`src/rtl/serial_tx.sv`:
```
// Start/data/stop serial transmitter with valid/ready input handshake.
// Data goes out LSB first; each bit is held for CLKS_PER_BIT clocks.
module serial_tx #(
    parameter int DATA_WIDTH   = 8,
    parameter int CLKS_PER_BIT = 4
) (
    input  logic                  clock,
    input  logic                  reset,
    input  logic [DATA_WIDTH-1:0] tx_data,
    input  logic                  tx_valid,
    output logic                  tx_ready,
    output logic                  tx_line,
    output logic                  busy
);

    localparam int CW = (CLKS_PER_BIT > 1) ? $clog2(CLKS_PER_BIT) : 1;
    localparam int IW = (DATA_WIDTH > 1) ? $clog2(DATA_WIDTH) : 1;
    localparam logic [CW-1:0] LAST_CNT = CW'(CLKS_PER_BIT - 1);
    localparam logic [IW-1:0] LAST_IDX = IW'(DATA_WIDTH - 1);

    typedef enum logic [1:0] {
        IDLE,
        START,
        DATA,
        STOP
    } state_t;

    state_t                r_state;
    logic [CW-1:0]         r_cnt;
    logic [IW-1:0]         r_idx;
    logic [DATA_WIDTH-1:0] r_shift;
    logic                  r_line;
    logic [DATA_WIDTH-1:0] w_shift_next;
    logic                  w_bit_done;

    assign w_shift_next = r_shift >> 1;
    assign w_bit_done   = (r_cnt == LAST_CNT);

    assign tx_ready = (r_state == IDLE) && !reset;
    assign busy     = (r_state != IDLE);
    assign tx_line  = r_line;

    always_ff @(posedge clock or posedge reset) begin
        if (reset) begin
            r_state <= IDLE;
            r_cnt   <= '0;
            r_idx   <= '0;
            r_shift <= '0;
            r_line  <= 1'b1;
        end else begin
            case (r_state)
                IDLE: begin
                    r_cnt <= '0;
                    r_idx <= '0;
                    if (tx_valid) begin
                        r_shift <= tx_data;
                        r_state <= START;
                        r_line  <= 1'b0;
                    end
                end
                START: begin
                    if (w_bit_done) begin
                        r_cnt   <= '0;
                        r_idx   <= '0;
                        r_state <= DATA;
                        r_line  <= r_shift[0];
                    end else begin
                        r_cnt <= r_cnt + CW'(1);
                    end
                end
                DATA: begin
                    if (w_bit_done) begin
                        r_cnt   <= '0;
                        r_shift <= w_shift_next;
                        if (r_idx == LAST_IDX) begin
                            r_idx   <= '0;
                            r_state <= STOP;
                            r_line  <= 1'b1;
                        end else begin
                            r_idx  <= r_idx + IW'(1);
                            r_line <= w_shift_next[0];
                        end
                    end else begin
                        r_cnt <= r_cnt + CW'(1);
                    end
                end
                STOP: begin
                    r_line <= 1'b1;
                    if (w_bit_done) begin
                        r_cnt   <= '0;
                        r_state <= IDLE;
                    end else begin
                        r_cnt <= r_cnt + CW'(1);
                    end
                end
                default: begin
                    r_state <= IDLE;
                    r_line  <= 1'b1;
                end
            endcase
        end
    end

endmodule

```
`config.mk`:
```
export PLATFORM = sky130hd
export DESIGN_NAME = serial_tx
export DESIGN_NICKNAME = d
export VERILOG_FILES = /design/src/rtl/serial_tx.sv
export SDC_FILE = /design/constraint.sdc
export NUM_CORES = 1
export LEC_CHECK = 0
export ABC_AREA = 1
export CORE_ASPECT_RATIO = 0.7
export CORE_UTILIZATION = 30
export CTS_BUF_LIST = sky130_fd_sc_hd__clkbuf_4 sky130_fd_sc_hd__clkbuf_8
export CTS_CLUSTER_DIAMETER = 200
export DETAILED_ROUTE_END_ITERATION = 7
export GPL_ROUTABILITY_DRIVEN = 0
export GPL_TIMING_DRIVEN = 0
export SYNTH_ARGS = -nofsm -noshare
export SYNTH_HDL_FRONTEND = slang
export SYNTH_SLANG_ARGS = --single-unit
```
`constraint.sdc`:
```
create_clock -name clock -period 2.2 [get_ports clock]
set_input_delay 0.22 -clock clock [delete_from_list [all_inputs] [get_ports clock]]
set_output_delay 0.22 -clock clock [all_outputs]
set_load 0.005 [all_outputs]
```
; ---- Yosys cells after proc, flatten, opt, wreduce, memory -nomap -nowiden
; Cells that the tools add are included.
[totals]
register_bits = 16
word_cells = 48
[classes]
addsub = 2
n_eq_ne = 10
n_mux = 20
n_reduce_logical = 11
[ops]
columns = cell, n
row1 = 2-to-1 mux 8 bit, 2
row2 = one-hot mux 8 bit (2 select lines), 1
row3 = 2-to-1 mux 2 bit, 6
row4 = inequality test 2 bit (second input constant), 5
row5 = 2-to-1 mux 3 bit, 3
row6 = one-hot mux 3 bit (3 select lines), 1
row7 = AND reduction 3 bit, 3
row8 = one-hot mux 2 bit (4 select lines), 1
row9 = == test 2 bit (second input constant), 3
row10 = AND reduction 5 bit, 1
row11 = 2-to-1 mux 1 bit, 4
row12 = one-hot mux 1 bit (4 select lines), 1
row13 = one-hot mux 2 bit (2 select lines), 1
row14 = nonzero test 2 bit, 2
row15 = adder 3 x 1 -> 3 bit (second input constant), 1
row16 = == test 3 bit (second input constant), 1
row17 = nonzero test 3 bit, 1
row18 = OR reduction 3 bit, 1
row19 = adder 2 x 1 -> 2 bit (second input constant), 1
row20 = == test 2 x 1 -> 1 bit (second input constant), 1
row21 = logical NOT 2 bit, 1
row22 = logical AND 1 bit, 1
row23 = logical NOT 1 bit, 1

; ---- Depth between registers and ports, before layout
; Gate-level depths: netlist of run 1.
[logic_depth]
word_depth = 4
mapped_depth = 8

; ---- Worst setup path after synthesis of run 1
; Ideal clock, no wire load.
[synth_timing]
path_kind = register -> register
from = reg r_idx[0]
to = reg r_idx[0]
setup_time_ps = 83
t_arrival_ps = 1220
t_required_ps = 2117
path_slack_ps = 897
path_stages_with_launch = 7
path_buffers = 0
synth_period_minus_slack_ps = 1303
path_cell_list = dfrtp_1 -> ha_1 -> ha_1 -> inv_1 -> nand2_1 -> or2_2 -> o21ai_0
[synth_between]
elab_chain_cells = 4
elab_cells_between_ends = 5
[synth_lines]
columns = element, line_no
row1 = from (decl), 30  ; logic [IW-1:0] r_idx;
row2 = from (signal assigned), 80  ; r_idx <= r_idx + IW'(1);
row3 = adder 3 x 1 -> 3 bit or == test 3 bit (tied branches), "80, 75"
row4 = 2-to-1 mux 3 bit (*), 75  ; if (r_idx == LAST_IDX) begin
row5 = 2-to-1 mux 3 bit (*), 72  ; if (w_bit_done) begin
row6 = one-hot mux 3 bit (3 select lines) (*), 51  ; case (r_state)
; Mark *: on every way between the ends. The rest lies on a longest branch, timed or not. The select of a mux whose other input is x is not followed.
; A chain may end at the register's enable or synchronous reset.

; ---- Final worst setup path of run 1
[layout_timing]
from = reg r_state[0]
to = out tx_ready
[layout_between]
elab_chain_cells = 2
[layout_lines]
columns = element, line_no
row1 = from (decl), 28  ; state_t r_state;
row2 = from (signal assigned), 45  ; r_state <= IDLE;
row3 = from (signal assigned), 57  ; r_state <= START;
row4 = from (signal assigned), 65  ; r_state <= DATA;
row5 = logical NOT 2 bit, 39  ; assign tx_ready = (r_state == IDLE) && !reset;
row6 = logical AND 1 bit, 39
row7 = to (decl), 11  ; output logic tx_ready,
; Every way passes these cells.

==> implementation parameters, run 1 <==
Parameter                              Value

Status
  Status ... finished clean

Cells and area
  Nets@finish ... 161
  Layout cell share with drive strength beyond 1 ... 0.0851
  FILL cells ... 301
  # diodes ... 0
  Growth of design area from synthesis to finish ... 24.6%
  Most common cell after layout, fill and taps aside ... nand2_1
  Commonest cells after routing, fill and taps aside ... 63 x nand2_1, 15 x dfrtp_1, 13 x clkdlybuf4s50_1

Worst setup path
  Kind of cell adding the most delay to the critical path ... buffers and inverters
  Top fanout value on the critical path ... 4
  CP Buf/Inv Count ... 3
  Most frequent CP cell ... inv_1
  Series of cell instances along the critical path ... inv_1 > ha_1 > inv_1 > nor2_1 > clkdlybuf4s50_1
  Cell with the largest stage delay on the worst path ... clkdlybuf4s50_1
  Capturing element type of the critical path ... primary output
  Required arrival time at the worst endpoint ... 1.98 ns
  Crit path DAT ... 1.70 ns
  Stage delay of the slowest cell on the critical path ... 0.50 ns
  Type of the worst setup path ... flip-flop to primary output
  Critical Path Start Type ... flip-flop

Timing
  FMAX ... 521 MHz
  Layout Skew ... 0.00257 ns
  Setup repair after global routing missed its margin ... no
  Measured slew at the worst slew-check pin ... 0.656 ns
  Final critical delay including setup and external delays ... 1.92 ns
  Final slew viol count ... 0
  Worst hold-check slack ... 0.394 ns
  Portion of the clock cycle consumed by the worst path in the final layout ... 0.873
  Final hold viol count ... 0
  Min setup slack post-route ... 0.279 ns
  Remaining max-slew budget at the tightest pin ... 0.562
  Setup violators final ... 0
  Accumulated negative setup slack ... 0 ns

Global route
  Overall track demand over capacity in global routing ... 0.140
  Number of global-route vias before repair ... 728
  Maximum number of pins on one net before global-route repair ... 17
  Remaining global-route overflow ... 0
  Number of antenna violations at the first check in global routing ... 0
  Global-route wire length before repair ... 3390 um

Detailed routing
  Total via count in the routed design ... 777
  Number of nets with antenna violations after detailed routing ... 0
  Average detailed-routed wire length per instance ... 11.0 um
  Number of DRC markers in iteration 0 ... 56
  Post-route DRC violation count ... 0
  Average vias per placed instance ... 4.39
  Detailed-router iteration count before antenna repair ... 4
  Overall routed net length ... 1950 um

Logic synthesis
  Async set or reset register ratio after synthesis ... 1.00
  Number of flops mapped to enable cells by yosys ... 0
  Largest family of logic cells by synthesized area ... simple AND/OR/NAND/NOR gates
  Count of unique library cells instantiated by Yosys ... 20
  Share of the yosys chip area belonging to registers ... 0.429
  Arithmetic-cell share of the synthesized area counting full adders, half adders and majority gates ... 0.107
  Synth Net Count ... 143
  Post-synthesis share of cell area spent on xor and xnor gates ... 0
  Most common flop cell mapped by yosys ... dfrtp_1
  Compound-gate portion of the synthesized area ... 0.0628
  Gate Count Post-Synth ... 124
  Syn avg cell area ... 7.55 um^2
  Simple-Gate Fraction of Synth Area ... 0.332
  Post-synthesis sequential element count ... 16
  Multiplexer share of the synthesized area ... 0
  Number of synthesis warnings ... 0
  Synth Cell Area ... 936 um^2

Power and ir drop
  Switching power share of the total ... 0.432
  Design internal power ... 895 uW
  Clock network power share ... 0.166
  LEAKAGE ... 0.000637 uW
  Power per unit of standard cell area ... 1350 mW/mm^2
  Combinational power share ... 0.520
  Highest ir drop seen on vdd ... 0.595 mV
  Tot Pwr ... 1580 uW
  Sequential cell fraction of total power ... 0.314
  Switching power ... 681 uW

Clock tree
  Number of levels in the clock H-tree ... 1
  Clock insertion delay at the later pin of the skew report ... 0.25 ns
  Clk root buf ... clkbuf_8
  Quantity of hold-fixing buffers added after cts ... 0
  Number of setup buffers added after CTS ... 0
  Number of sinks on the clock net ... 16
  Clock-pin slew reported for the worst setup and hold paths after clock tree synthesis ... 0.06 ns
  Post-CTS sizing ... 0
  Longest Clk Path Bufs ... 2
  Clock tree from TritonCTS ... done
  Number of clock buffers inserted by TritonCTS ... 3

Place
  Number of buffer cells added on primary ports ... 13
  HPWL after detailed placement ... 1460 um
  Pre-CTS setup slack ... 0.540 ns

Floorplanning
  Number of placement rows ... 16
  Number of top-level design ports ... 14
  Die footprint ... 0.00335 mm^2
  Starting utilization of the core area ... 0.325
  Width of the die ... 68.8 um
  Chip height ... 48.7 um
  Core Area ... 0.00288 mm^2

Worst hold path
  Classification of the worst-slack hold path ... input pin to async pin

Flow run
  Max-capacitance violation count ... 0
[synth_stat cells (3+ instances only)]
| library cell | instances | area [um^2] |
|---|---|---|
| o21ai_0 | 6 | 30.0 |
| dfrtp_1 | 15 | 375 |
| inv_1 | 12 | 45.0 |
| nand3_1 | 4 | 20.0 |
| ha_1 | 8 | 100 |
| nor2_1 | 3 | 11.3 |
| nand2_1 | 63 | 236 |
[final cells by class]
cell class                 instances  area [um^2]  area share
sequential                        16          402       0.344
buffer                             2         16.3      0.0139
multi-input combinational         93          469       0.402
timing repair buffer              13          130       0.112
clock buffer                       4         55.1      0.0472
inverter                          13         48.8      0.0418
tap                               36         45.0      0.0386
[power groups by stage]
stage	clock (uW)	combinational [uW]	sequential (uW)
finish	262	818	495
global route	291	948	510
CTS	271	833	495
detailed placement	0	822	499
global placement	0	796	495
floorplan	0	613	480
[final timing paths]
path,from,to,slack (ns),depth (start not counted)
max,r_state[0],tx_ready,0.28,5
min in group clock,r_cnt[0],r_cnt[0],0.44,1
min,reset,r_shift[5],0.39,2
max reg2reg,r_state[0],tx_line,0.75,7
max in group asynchronous,reset,r_shift[6],1.39,2
min reg2reg,r_cnt[0],r_cnt[0],0.44,1
[state kept, by name (all words and copies together), names as in the netlist]
name	cells
r_idx	3
tx_line	1
r_state	2
r_shift	8
r_cnt	2
[per-layer routing]
| metal | vias up | part of all wire | routed length [um] | GRT usage |
|---|---|---|---|---|
| met5 | - | 0 | 0 | 0 |
| met4 | 0 | 0.0041 | 8 | 0.0204 |
| met3 | 2 | 0.035 | 69 | 0.0590 |
| met2 | 9 | 0.43 | 840 | 0.209 |
| met1 | 352 | 0.53 | 1030 | 0.193 |
| li1 | 414 | - | - | - |
[through the flow]
step,area (um^2),util,cells
after CTS,1170,0.405,177
after global routing,1170,0.405,177
after floorplan,936,-,124
final,1170,0.405,177
after detailed placement,1110,0.385,173
after global placement,1110,0.385,173
[cell families (layout without fill, tap and decap cells)]
group                      after synthesis  in the layout
DFF                                     16             16
AOI/OAI and AO/OA                        9              9
and+or+nand+nor                         76             76
adders and majority gates                8              8
buffers and inverters                   15             32
Power figures use the tool's default switching activity.
==> inputs of run 2 (changes only) <==
- clock period: 2.2 -> 2.3 ns (I/O delays scaled with it)
==> results of run 2 <==
The final DEF is identical to that of run 1. Status: finished clean.
Among the figures that moved: setup slack after placement 0.540 ns -> 0.630 ns; setup slack after layout 0.279 ns -> 0.369 ns; hold slack 0.394 ns -> 0.404 ns; register-to-register setup slack 0.75 ns -> 0.85 ns; total power 1580 uW -> 1510 uW; worst IR drop on VDD 0.595 mV -> 0.569 mV
